===== src/rtl/dff_pipe_pkg.sv =====
// Shared defaults and sizing helpers for the dff_pipe elastic register pipeline.
package dff_pipe_pkg;

  localparam int unsigned DEFAULT_WIDTH = 8;
  localparam int unsigned DEFAULT_DEPTH = 4;

  // Bits needed to count 0..depth valid stages.
  function automatic int unsigned occ_width(input int unsigned depth);
    return $clog2(depth + 1);
  endfunction

endpackage


===== src/rtl/dff_pipe_stage.sv =====
// One pipeline stage: valid bit plus data register, advancing when adv is high.
module dff_pipe_stage
  import dff_pipe_pkg::*;
#(
  parameter int unsigned          WIDTH     = DEFAULT_WIDTH,
  parameter logic [WIDTH-1:0]     RESET_VAL = '0
) (
  input  logic             clk,
  input  logic             rst_l,
  input  logic             flush,
  input  logic             adv,
  input  logic             up_valid,
  input  logic [WIDTH-1:0] up_data,
  output logic             v,
  output logic [WIDTH-1:0] d
);

  always_ff @(posedge clk) begin
    if (!rst_l || flush) begin
      v <= 1'b0;
      d <= RESET_VAL;
    end else if (adv) begin
      v <= up_valid;
      // Data only toggles when a real word moves in; bubbles leave it untouched.
      if (up_valid) begin
        d <= up_data;
      end
    end
  end

endmodule


===== src/rtl/dff_pipe.sv =====
// Elastic DEPTH-stage register pipeline with bubble collapsing, flush and occupancy.
module dff_pipe
  import dff_pipe_pkg::*;
#(
  parameter int unsigned      WIDTH     = DEFAULT_WIDTH,
  parameter int unsigned      DEPTH     = DEFAULT_DEPTH,
  parameter logic [WIDTH-1:0] RESET_VAL = '0
) (
  input  logic                          clk,
  input  logic                          rst_l,
  input  logic                          flush,
  input  logic                          in_valid,
  output logic                          in_ready,
  input  logic [WIDTH-1:0]              in_data,
  output logic                          out_valid,
  input  logic                          out_ready,
  output logic [WIDTH-1:0]              out_data,
  output logic [occ_width(DEPTH)-1:0]   occupancy
);

  localparam int unsigned OCC_W = occ_width(DEPTH);

  logic [DEPTH-1:0] v;
  logic [DEPTH-1:0] adv;
  logic [WIDTH-1:0] d [DEPTH];
  logic             in_xfer;
  logic             out_xfer;

  // Ready ripples back combinationally so a stage may load whenever anything
  // downstream of it moves or it is empty (bubble collapsing).
  always_comb begin
    adv = '0;
    adv[DEPTH-1] = out_ready | ~v[DEPTH-1];
    for (int unsigned k = 1; k < DEPTH; k++) begin
      adv[DEPTH-1-k] = adv[DEPTH-k] | ~v[DEPTH-1-k];
    end
  end

  for (genvar i = 0; i < DEPTH; i++) begin : g_stage
    if (i == 0) begin : g_first
      dff_pipe_stage #(.WIDTH(WIDTH), .RESET_VAL(RESET_VAL)) u_stage (
        .clk     (clk),
        .rst_l   (rst_l),
        .flush   (flush),
        .adv     (adv[i]),
        .up_valid(in_valid),
        .up_data (in_data),
        .v       (v[i]),
        .d       (d[i])
      );
    end else begin : g_next
      dff_pipe_stage #(.WIDTH(WIDTH), .RESET_VAL(RESET_VAL)) u_stage (
        .clk     (clk),
        .rst_l   (rst_l),
        .flush   (flush),
        .adv     (adv[i]),
        .up_valid(v[i-1]),
        .up_data (d[i-1]),
        .v       (v[i]),
        .d       (d[i])
      );
    end
  end

  assign in_ready  = adv[0] & rst_l & ~flush;
  assign out_valid = v[DEPTH-1];
  assign out_data  = d[DEPTH-1];
  assign in_xfer   = in_valid & in_ready;
  assign out_xfer  = out_valid & out_ready;

  always_ff @(posedge clk) begin
    if (!rst_l || flush) begin
      occupancy <= '0;
    end else if (in_xfer && !out_xfer) begin
      occupancy <= occupancy + OCC_W'(1);
    end else if (!in_xfer && out_xfer) begin
      occupancy <= occupancy - OCC_W'(1);
    end
  end

endmodule


===== config.mk =====
export PLATFORM = sky130hd
export DESIGN_NAME = dff_pipe
export DESIGN_NICKNAME = d
export VERILOG_FILES = /design/src/rtl/dff_pipe_pkg.sv /design/src/rtl/dff_pipe_stage.sv /design/src/rtl/dff_pipe.sv
export SDC_FILE = /design/constraint.sdc
export NUM_CORES = 1
export LEC_CHECK = 0
export BUFFER_PORTS_ARGS = -buffer_cell sky130_fd_sc_hd__buf_2
export CAP_MARGIN = 15
export CORE_ASPECT_RATIO = 0.9
export CORE_MARGIN = 4
export CORE_UTILIZATION = 49
export DETAILED_ROUTE_END_ITERATION = 6
export GPL_TIMING_DRIVEN = 0
export PLACE_DENSITY = 0.73
export SYNTH_ARGS = -nofsm -noshare
export SYNTH_HDL_FRONTEND = slang
export SYNTH_SLANG_ARGS = --single-unit

===== constraint.sdc =====
create_clock -name clk -period 2.2 [get_ports clk]
set_clock_uncertainty 0.2 [all_clocks]
set_input_delay 0.22 -clock clk [delete_from_list [all_inputs] [get_ports clk]]
set_output_delay 0.22 -clock clk [all_outputs]
set_load 0.05 [all_outputs]

Yosys cells after proc, flatten, opt, wreduce, memory -nomap -nowiden
Cells that the tools add are included.
{ "op_classes": {"addsub": 2, "muxes": 2, "bitwise_logic": 13, "n_reduce_logical": 11} }
{ "ops": {"columns": ["op", "count"], "rows": [
  ["AND reduction 2 bit", 4],
  ["2-to-1 mux 3 bit", 2],
  ["inverter 1 bit", 5],
  ["bitwise AND 1 bit", 4],
  ["OR 1 bit", 4],
  ["adder 3 x 1 -> 3 bit (second input constant)", 1],
  ["zero test 1 bit", 3],
  ["subtractor 3 x 1 -> 3 bit (second input constant)", 1],
  ["logical AND 1 bit", 2],
  ["nonzero test 2 bit", 1],
  ["logical OR 1 bit", 1]
]} }
{ "word_totals": {"regBits": 39, "in_bits": 13, "output_inout_bits": 13, "word_cells": 37} }

Depth between registers and ports, before layout
{ "logic_depth": {"ltp_word": 12, "ltp_mapped": 10, "mapped_depth_nobuf": 9} }

Cells and area by module
Synthesis repeated with hierarchy kept, for this count alone.
{ "unflattened": {"hier_cells": 188, "area_unflattened_um2": 1844.3} }
{ "by_module_without_submodules": {"columns": ["module", "n_inst", "cells_each", "area_per_inst_um2", "seq_area_each_um2"], "rows": [
  ["dff_pipe_stage", 4, 41, 410.4, 180.2],
  ["dff_pipe", 1, 24, 202.7, 60.1]
]} }

Worst setup path before layout
No wires, ideal clock.
{ "synth_path": {"kind": "reg-to-reg", "startpoint": "reg g_stage[3].g_next.u_stage.v", "endpoint": "reg occupancy[2]", "setup_time_ns": 0.070, "arrival_ns": 2.418, "t_required_ns": 1.930, "slack_ns": -0.489, "stages_incl_launch_ff": 11, "n_path_buf": 1, "period_less_slack_ns": 2.689, "cell_sequence": "dfxtp_1 and3b_1 a31oi_1 buf_6 and2_1 ha_1 inv_1 fa_1 xor2_1 or3_1 a21oi_1"} }
{ "synth_between": {"elab_chain_len": 11, "word_cells_on_any_way": 15, "classes_between": "mux: 1; bitwise: 9; reduce/logical: 5"} }
{ "synth_lines": {"columns": ["item", "line_no", "text"], "rows": [
  ["start: declaration", "dff_pipe_stage.sv:14", "output logic v,"],
  ["start signal: assignment", "dff_pipe_stage.sv:23", "v <= up_valid;"],
  ["inverter 1 bit", "dff_pipe.sv:33", "adv[DEPTH-1] = out_ready | ~v[DEPTH-1];"],
  ["OR 1 bit", "dff_pipe.sv:33", null],
  ["OR 1 bit (3 in a row)", "dff_pipe.sv:35", "adv[DEPTH-1-k] = adv[DEPTH-k] | ~v[DEPTH-1-k];"],
  ["bitwise AND 1 bit (2 in a row)", "dff_pipe.sv:65", "assign in_ready = adv[0] & rst_l & ~flush;"],
  ["bitwise AND 1 bit", "dff_pipe.sv:68", "assign in_xfer = in_valid & in_ready;"],
  ["zero test 1 bit", "dff_pipe.sv:76", "end else if (!in_xfer && out_xfer) begin"],
  ["logical AND 1 bit", "dff_pipe.sv:76", null],
  ["nonzero test 2 bit (no source line)", null, null],
  ["end signal: assignment", "dff_pipe.sv:75", "occupancy <= occupancy + OCC_W'(1);"],
  ["end signal: assignment", "dff_pipe.sv:77", "occupancy <= occupancy - OCC_W'(1);"],
  ["end: declaration", "dff_pipe.sv:18", "output logic [occ_width(DEPTH)-1:0] occupancy"]
]} }
Parallel ways exist; a longest one is shown, timed or not.
A chain may end at the register's enable or synchronous reset.

Worst setup path after layout
Same ends and word-level chain as after synthesis.

==> results.cfg <==
[run_status]
status = finished with violations
failed_checks = negative setup slack

[drt]
wirelength_um = 3180
drc = 0
vias_per_cell = 5.10
drt_iter0_markers = 49
wl_per_cell_um = 12.3
dr.pass1.iters = 4
postRouteAntennaNets = 0
vias = 1320

[timing]
hold_viol_final = 0
worst_pin_slew_ns = 0.503
min_period_ns = 2.24
rsz0062_at_grt = yes
layout_setup_ws_ns = -0.0405
final-max-slew-violation-count = 0
hold_slack_ns = 0.00535
slew-limit-headroom_pct = 66.5
fin_crit_sh_pct = 102
fmax_mhz = 446
finalSetupViolCount = 1

[layout]
finalInstanceArea_um2 = 1990
synthToLayoutAreaGrowth_pct = 22.5
antenna_cells = 0
finalNonFillerCells = 259
drive_above_1_share_pct = 24.9
fillCellCount = 274
final_nets = 232

[worst_setup_path]
crit_arrival_ns = 2.26
required_ns = 2.22
critPathKind = flip-flop to flip-flop
critPathMaxStageDelay_ns = 0.34
cp_max_fo = 3
crit_buf_inv = 1
crit_chain = and3b_2 > a31oi_4 > and2_4 > ha_4 > inv_2 > fa_2 > xor2_1 > or3_1 > a21oi_1
startpoint_type = flip-flop
critical_path.top_delay_family = simple AND/OR/NAND/NOR gates
cp-end-kind = flip-flop
crit_slowest_cell = dfxtp_4

[clock_tree]
clkTransAtPathRegs_ns = 0.07
cts_buffers = 5
ctsRootBufferMaster = clkbuf_8
cts_tree = done
cts_max_path_buffers = 2
insertion_delay_ns = 0.29
h-tree-depth = 2
clock-sinks = 39

[placed_design]
placed_area_um2 = 1820
dpl.hpwl_um = 2290
gp_congestion = 0.806
place_inst = 244
port_buffers = 25

[grt]
grt_overflow = 0
grt_pass1_wl_um = 5550
met3_usage_pct = 4.86
grt_max_degree = 12
global_route.usage.met1_pct = 22.5
track_usage_pct = 17.0
grt_pass1_vias = 1228
busiest_layer = met2
antenna_found_initial = 0
use_met2_pct = 25.4

[yosys]
synth_warnings = 0
synth_nets = 192
ys_types = 23
netlist_instances = 177
syn_avg_cell_area_um2 = 9.15
synth_area_um2 = 1620
ys_seq_area_share_pct = 48.2
synth_seq_cells = 39

[hold_path]
holdCritPathClass = input pin to flip-flop

[power]
p_leak_nw = 0.859
pwr_density_cell_nw_per_um2 = 631
max-vdd-ir-drop_mv = 0.383

[flow_run]
maxCapViolCount = 0

[floorplanning]
die_height_um = 62.6
core_area_um2 = 3110
rows = 19
die_x_um = 68.6
start_util_pct = 52.0
num_io_pins = 26
dieArea_um2 = 4290
==> sequential cells by signal, indices dropped and copies added (netlist names) <==
register and flops:
g_stage.g_next.u_stage.d 24, g_stage.g_first.u_stage.d 8, g_stage.g_next.u_stage.v 3, occupancy 3, g_stage.g_first.u_stage.v 1
==> cells by family (layout without fill, tap and decap cells) <==
kind of cell               count (synthesis)  in the layout  share of synthesized area (%)
AOI/OAI and AO/OA                         41             41                           13.5
xor gates and xnor gates                   2              2                           1.08
adders and majority gates                  2              2                           2.01
buffers and inverters                     23             63                           8.88
DFF                                       39             39                           48.2
muxes                                     17             17                           10.5
and+or+nand+nor                           53             53                           15.8
==> cells in the mapped netlist <==
cell type	instances	share of area (%)
ha_1	1	0.77
nand3b_4	1	1.2
nand3_1	17	5.3
fa_1	1	1.2
mux2i_1	17	11
inv_1	4	0.93
o21ai_0	17	5.3
buf_4	11	5.1
buf_6	2	1.4
a21oi_1	21	6.5
nand2_1	25	5.8
o21ai_4	1	1.0
a31oi_1	2	0.77
or3_1	1	0.39
xor2_1	2	1.1
and2_1	1	0.39
dfxtp_1	39	48
and3b_1	1	0.54
nand2b_1	2	0.77
clkbuf_1	5	1.2
nor2b_1	2	0.77
nor2_1	3	0.69
buf_2	1	0.31
==> power by group <==
group	internal [mW]	total, mW	switching, mW
registers	0.712	0.717	0.00480
clock network	0.218	0.443	0.225
logic	0.0431	0.0926	0.0495
total	0.973	1.25	0.279
==> path summary, 6_finish.rpt <==
kind	from	endpoint	slack [ns]	cells past startpoint
max	g_stage[3].g_next.u_stage.v$_SDFFE_PP0P_	occupancy[2]$_SDFFE_PP0P_	-0.04	9
min	in_data[0]	g_stage[0].g_first.u_stage.d[0]$_SDFFE_PP0P_	0.005	3
max reg2reg	g_stage[3].g_next.u_stage.v$_SDFFE_PP0P_	occupancy[2]$_SDFFE_PP0P_	-0.04	9
min reg2reg	g_stage[1].g_next.u_stage.d[3]$_SDFFE_PP0P_	g_stage[1].g_next.u_stage.d[3]$_SDFFE_PP0P_	0.27	2
==> repair_timing <==
action,in CTS,in global routing
pin swaps,2,3
hold buffers,7,0
endpoints found under the setup margin,2,2
endpoints found under the hold margin,7,0
gates resized for setup,3,1
buffers inserted,2,0
==> routing by layer <==
metal	vias up	part of all wire, %
li1	673	-
met1	607	46
met2	31	46
met3	9	5.3
met4	0	2.0
met5	-	0
==> cell type report <==
cell class	count	area, um^2	share of cell area (%)
buffer	18	118	5.92
clock buffer	7	76.3	3.84
inverter	4	15.0	0.756
multi-input combinational	115	729	36.7
sequential	39	785	39.5
tap	42	52.6	2.65
timing repair buffer	34	210	10.6
==> stage by stage <==
step / TNS (ns) / setup slack [ns] / util, % / power [mW]
CTS: -0.156 / -0.156 / 63.8 / 1.26
floorplan: -0.178 / -0.178 / - / 0.789
finish: -0.0405 / -0.0405 / 63.8 / 1.25
global placement: -0.199 / -0.199 / 58.4 / 0.811
detailed placement: -0.251 / -0.242 / 58.4 / 0.814
global route: -0.116 / -0.116 / 63.8 / 1.30
==> cell usage in the layout (no fill, tap or decap), types with 2 or more instances in the layout <==
cell / count
dfxtp_1: 38
buf_2: 26
nand2_1: 25
a21oi_1: 21
nand3_1: 17
o21ai_0: 17
mux2i_1: 17
buf_4: 13
clkbuf_1: 7
dlygate4sd3_1: 7
clkbuf_8: 5
inv_1: 3
nor2_1: 3
nor2b_1: 2
nand2b_1: 2
xor2_1: 2
==> worst min-delay path: stages <==
cell and delay [ns]:
buf_2 0.09, nand2_1 0.05, mux2i_1 0.07
Power figures use the tool's default switching activity.
